==> config.mk <==
export PLATFORM = sky130hd
export DESIGN_NAME = spi_master_byte
export DESIGN_NICKNAME = d
export VERILOG_FILES = /design/src/rtl/spi_pkg.sv /design/src/rtl/spi_clk_gen.sv /design/src/rtl/spi_master_byte.sv
export SDC_FILE = /design/constraint.sdc
export NUM_CORES = 1
export LEC_CHECK = 0
export CORE_MARGIN = 1.5
export CORE_UTILIZATION = 41
export DETAILED_ROUTE_END_ITERATION = 10
export PLACE_DENSITY = 0.75
export SKIP_LAST_GASP = 1
export SYNTH_ARGS = -nofsm -noshare
export SYNTH_HDL_FRONTEND = slang
export SYNTH_SLANG_ARGS = --single-unit
==> constraint.sdc <==
create_clock -name clk -period 5 [get_ports clk]
set_input_delay 0.5 -clock clk [delete_from_list [all_inputs] [get_ports clk]]
set_output_delay 0.5 -clock clk [all_outputs]
set_load 0.02 [all_outputs]
==> src/rtl/spi_pkg.sv <==
// Shared types and defaults for the mode-0 SPI master shift engine.
package spi_pkg;

   typedef enum logic [2:0] {IDLE, LEAD, SHIFT, TRAIL, DONE} spi_state_t;

   localparam int DEF_DATA_W  = 8;
   localparam int DEF_CLK_DIV = 4;

   // {cpol, cpha}
   localparam logic [1:0] SPI_MODE0 = 2'b00;

endpackage

==> src/rtl/spi_clk_gen.sv <==
// Half-period timer and sclk generator; sclk toggles only while run is high.
module spi_clk_gen
   import spi_pkg::*;
#(
   parameter int CLK_DIV = DEF_CLK_DIV
) (
   input  logic clk,
   input  logic rst,
   input  logic en,
   input  logic run,
   output logic tick,
   output logic rise_tick,
   output logic fall_tick,
   output logic sclk
);

   // keep at least one bit so CLK_DIV=1 still elaborates
   localparam int CW = (CLK_DIV > 1) ? $clog2(CLK_DIV) : 1;
   localparam logic [CW-1:0] LAST = CW'(CLK_DIV - 1);

   logic [CW-1:0] cnt;

   assign tick      = en && (cnt == LAST);
   assign rise_tick = run && tick && !sclk;
   assign fall_tick = run && tick && sclk;

   always_ff @(posedge clk) begin
      if (!rst || !en) begin
         cnt <= '0;
      end else if (tick) begin
         cnt <= '0;
      end else begin
         cnt <= cnt + 1'b1;
      end
   end

   always_ff @(posedge clk) begin
      if (!rst || !run) begin
         sclk <= 1'b0;
      end else if (tick) begin
         sclk <= ~sclk;
      end
   end

endmodule

==> src/rtl/spi_master_byte.sv <==
// SPI master, mode 0, MSB first: sequencing FSM plus tx/rx shift registers.
//  state | meaning
//  IDLE  | cs_n high, waiting for st
//  LEAD  | cs_n low, MSB on mosi, one half-period before first sclk
//  SHIFT | DATA_W sclk periods, sample on rise, advance mosi on fall
//  TRAIL | sclk low, cs_n still low for one half-period
//  DONE  | cs_n high, dn pulse, rx_data updated
module spi_master_byte
   import spi_pkg::*;
#(
   parameter int DATA_W  = DEF_DATA_W,
   parameter int CLK_DIV = DEF_CLK_DIV
) (
   input  logic              clk,
   input  logic              rst,
   input  logic              st,
   input  logic [DATA_W-1:0] tx_data,
   input  logic              miso,
   output logic              sclk,
   output logic              mosi,
   output logic              cs_n,
   output logic              busy,
   output logic              dn,
   output logic [DATA_W-1:0] rx_data
);

   localparam int BW = $clog2(DATA_W + 1);
   localparam logic [BW-1:0] LAST_BIT = BW'(DATA_W - 1);

   spi_state_t        state;
   logic [DATA_W-1:0] tx_sr;
   logic [DATA_W-1:0] rx_sr;
   logic [BW-1:0]     bit_cnt;
   logic              tick;
   logic              rise_tick;
   logic              fall_tick;
   logic              tmr_en;
   logic              sclk_run;

   assign tmr_en   = (state == LEAD) || (state == SHIFT) || (state == TRAIL);
   assign sclk_run = (state == SHIFT);

   spi_clk_gen #(.CLK_DIV(CLK_DIV)) u_clk_gen (
      .clk       (clk),
      .rst       (rst),
      .en        (tmr_en),
      .run       (sclk_run),
      .tick      (tick),
      .rise_tick (rise_tick),
      .fall_tick (fall_tick),
      .sclk      (sclk)
   );

   always_ff @(posedge clk) begin
      if (!rst) begin
         state   <= IDLE;
         cs_n    <= 1'b1;
         busy    <= 1'b0;
         dn      <= 1'b0;
         mosi    <= 1'b0;
         rx_data <= '0;
         tx_sr   <= '0;
         rx_sr   <= '0;
         bit_cnt <= '0;
      end else begin
         dn <= 1'b0;
         case (state)
            IDLE: begin
               if (st) begin
                  state   <= LEAD;
                  cs_n    <= 1'b0;
                  busy    <= 1'b1;
                  tx_sr   <= tx_data;
                  mosi    <= tx_data[DATA_W-1];
                  rx_sr   <= '0;
                  bit_cnt <= '0;
               end
            end
            LEAD: begin
               if (tick) state <= SHIFT;
            end
            SHIFT: begin
               if (rise_tick) rx_sr <= {rx_sr[DATA_W-2:0], miso};
               // the final falling edge leaves mosi on the LSB
               if (fall_tick) begin
                  if (bit_cnt == LAST_BIT) begin
                     state <= TRAIL;
                  end else begin
                     bit_cnt <= bit_cnt + 1'b1;
                     mosi    <= tx_sr[DATA_W-2];
                     tx_sr   <= {tx_sr[DATA_W-2:0], 1'b0};
                  end
               end
            end
            TRAIL: begin
               if (tick) begin
                  state   <= DONE;
                  cs_n    <= 1'b1;
                  dn      <= 1'b1;
                  rx_data <= rx_sr;
               end
            end
            DONE: begin
               state <= IDLE;
               busy  <= 1'b0;
            end
            default: state <= IDLE;
         endcase
      end
   end

endmodule

==> flow_summary.ini <==
[drt]
drt-vias-per-instance = 5.03
route.detailed.drc = 0
drt_first_pass_iters = 5
ant_nets = 0
drt_iter0_drc = 65
route.vias.total = 1206
route.final.wire_length_um = 2950
avgRoutedWirePerCell_um = 12.3

[logic_synthesis]
post_synthesis_adder_cell_area_fraction_pct = 1.60
yosysUniqueCellTypes = 38
postSynthNetCount = 183
netlist_area_um2 = 1560
synth-xor-area-share_pct = 1.68
per_instance_average_area_after_synthesis_um2 = 9.23
yosys_register_bits = 37
synth.yosys.seq_area_share_pct = 47.5
synth.yosys.warnings = 0
synthCells = 169
post_synth_and_or_nand_nor_area_fraction_pct = 22.1
dominant_combinational_cell_family_by_area_after_synthesis = simple AND/OR/NAND/NOR gates
synth_mux_area_share_pct = 9.62
fraction_of_the_mapped_netlist_area_in_compound_gates_pct = 13.6

[power]
vdd_ir_drop_max_uv = 191
total_leakage_power_nw = 0.698
power_density_nw_per_um2 = 299

[critical_path]
cp_slowest_cell = sky130_fd_sc_hd__nor3b_2
crit_fanout = 17
timing.setup.critical_path_class = flip-flop to flip-flop
crit_path_cell_trace = nor3b_2, mux2i_1, a211oi_1
end_kind = flip-flop
critPathArrivalTime_ns = 2.32
element_type_at_the_critical_path_start = flip-flop
cp_data_required_time_ns = 5.19
slowest_delay_ns = 1.01

[cts]
clock_root_buffer = sky130_fd_sc_hd__clkbuf_8
cts-hold-fix-buffers = 0
insertion_delay_ns = 0.29
clock_tree.htree_level_count = 2
cts_inserted_buffers = 5
cts.clk_slew.worst_paths_ns = 0.07
cts.repair_timing.setup_buffer_count = 0
cts_tree = done
largest_buffer_count_on_any_clock_path = 2
post_cts_resize_count = 0
cts.sinks = 37

[place]
portBuffers = 24
gp_congestion = 0.816
hpwlAfterDp_um = 1990

[cells_and_area]
flow.area_growth_from_synthesis_pct = 21.8
nNetsFinal = 206
antenna_cells = 0
post_route_cells_drive_above_1_share_pct = 5.73

[timing]
final_number_of_setup_violating_endpoints = 0
clock_skew_ns = 0.00257
final-hold-violation-count = 0
setup_repair_after_global_routing_missed_its_margin = false
layout_worst_path_cycle_share_pct = 42.7
timing_worst_slew_pin_value_ns = 1.18
min_period_ns = 2.14
fmax_mhz = 468
report.final.slew_viol_count = 0
maxSlewHeadroom_pct = 21.2
finalSetupTns_ns = 0
hold_ws_ns = 0.434

[flow_run]
cap_viol_max_count = 0

[floorplanning]
design.portCount = 25
floorplan.die.height_um = 64.7
die_width_um = 64.7
initial_standard_cell_utilization_of_the_core_pct = 42.6
core_area_um2 = 3660
die_area_um2 = 4180
placementRows = 22

[global_route]
global_route.overflow_total = 0
first_global_vias = 1078
antenna_violations_before_repair = 0
largest_net_degree_at_the_start_of_global_routing = 30
grt_pass1_wl_um = 5010
grt_util_all_layers_pct = 15.7

[hold_path]
hp-class = flip-flop to flip-flop

[run_status]
run_status = finished, final reports clean
cell usage in the layout, fill, tap and decap left out, drive strengths merged:
cell           count
a211o              1
a211oi             8
a21o               1
a21oi             13
a221o              1
a221oi             1
a22oi              1
a311o              1
and2               8
and3               1
and3b              1
clkbuf             7
clkdlybuf4s50     24
dfxtp             37
ha                 2
inv                4
mux2i             15
nand2             21
nand2b             4
nand3              3
nand3b             1
nand4              1
nor2              24
nor3b              1
nor4               1
nor4b              2
o211ai             1
o21ai              1
or2                2
or3                1
xnor2              1
xor2               2
flip-flops by register name, summed over array words and instances (netlist names):
register        count
state               3
u_clk_gen.sclk      1
tx_sr               7
rx_data             8
rx_sr               8
busy                1
cs_n                1
dn                  1
bit_cnt             4
u_clk_gen.cnt       2
mosi                1
synthesized netlist by cell type:
cell type	n	area [µm²]
sky130_fd_sc_hd__buf_2	1	5.00
sky130_fd_sc_hd__a21oi_2	1	8.76
sky130_fd_sc_hd__nor2_1	24	90.1
sky130_fd_sc_hd__and3_1	1	6.26
sky130_fd_sc_hd__buf_1	1	3.75
sky130_fd_sc_hd__o21ai_0	1	5.00
sky130_fd_sc_hd__a211o_1	1	8.76
sky130_fd_sc_hd__a311o_1	1	10.0
sky130_fd_sc_hd__ha_1	2	25.0
sky130_fd_sc_hd__buf_4	2	15.0
sky130_fd_sc_hd__clkbuf_1	3	11.3
sky130_fd_sc_hd__and2_1	7	43.8
sky130_fd_sc_hd__a211oi_1	8	60.1
sky130_fd_sc_hd__nand3b_1	1	7.51
sky130_fd_sc_hd__xnor2_1	1	8.76
sky130_fd_sc_hd__a22oi_1	1	7.51
sky130_fd_sc_hd__nand4_1	1	6.26
sky130_fd_sc_hd__or2_4	1	8.76
sky130_fd_sc_hd__nor4b_1	2	17.5
sky130_fd_sc_hd__or3_1	1	6.26
sky130_fd_sc_hd__a21oi_1	12	60.1
sky130_fd_sc_hd__and3b_1	1	8.76
sky130_fd_sc_hd__nand3_1	3	15.0
sky130_fd_sc_hd__and2_0	1	6.26
sky130_fd_sc_hd__a21o_1	1	7.51
sky130_fd_sc_hd__nand2b_1	4	25.0
sky130_fd_sc_hd__dfxtp_1	37	741
sky130_fd_sc_hd__o211ai_1	1	7.51
sky130_fd_sc_hd__a221oi_4	1	26.3
sky130_fd_sc_hd__or2_2	1	6.26
sky130_fd_sc_hd__nand2_1	21	78.8
sky130_fd_sc_hd__a221o_1	1	10.0
sky130_fd_sc_hd__mux2i_1	15	150
sky130_fd_sc_hd__inv_1	4	15.0
sky130_fd_sc_hd__buf_6	1	11.3
sky130_fd_sc_hd__xor2_1	2	17.5
sky130_fd_sc_hd__nor4_1	1	6.26
sky130_fd_sc_hd__nor3b_2	1	12.5
metal layers:
layer	share of wire [%]	GRT usage, %	wire [µm]
met5	0	0	0
met4	2.0	7.18	59
met3	4.3	5.73	126
met2	44	23.8	1280
met1	50	19.8	1480
logic make-up after synthesis:
kind of cell,after synthesis
AND/OR/NAND/NOR,71
flip-flops,37
AO/OA/AOI/OAI,29
multiplexers,15
buffers and inverters,12
XOR/XNOR,3
adder cells (fa/ha/maj),2
stage by stage:
step | total power, mW | utilization (%) | worst slack [ns] | instance area [µm²] | cells
final | 0.569 | 51.9 | 2.86 | 1900 | 240
after global routing | 0.594 | 51.9 | 2.66 | 1900 | 240
after CTS | 0.576 | 51.9 | 2.80 | 1900 | 240
after detailed placement | 0.366 | 49.6 | 2.73 | 1810 | 233
after global placement | 0.365 | 49.6 | 2.75 | 1810 | 233
after floorplan | 0.347 | - | 3.35 | 1560 | 169
layout make-up:
cell class	count	area [µm²]
fill	347	1760
multi-input combinational	120	758
sequential	37	741
timing repair buffer	24	240
clock buffer	7	86.3
tap	48	60.1
inverter	4	15.0
final timing paths:
kind | to | startpoint | cells after the start | slack, ns
setup / recovery | tx_sr[2] | state[1] | 3 | 2.86
hold / removal | u_clk_gen.cnt[0] | u_clk_gen.cnt[0] | 1 | 0.43
setup reg to reg | tx_sr[2] | state[1] | 3 | 2.86
hold reg to reg | u_clk_gen.cnt[0] | u_clk_gen.cnt[0] | 1 | 0.43
worst max-delay path, delay by kind of cell (launching register included):
| kind | cells | cell delay [ns] |
|---|---|---|
| muxes | 1 | 0.17 |
| and+or+nand+nor | 1 | 1.01 |
| DFF | 1 | 0.56 |
| AOI/OAI and AO/OA | 1 | 0.29 |
power breakdown:
part | internal (mW) | switching (mW)
combinational | 0.0249 | 0.0251
sequential | 0.303 | 0.00592
clock | 0.109 | 0.101
total | 0.437 | 0.132
No activity file was read; power rests on OpenSTA's default activity.
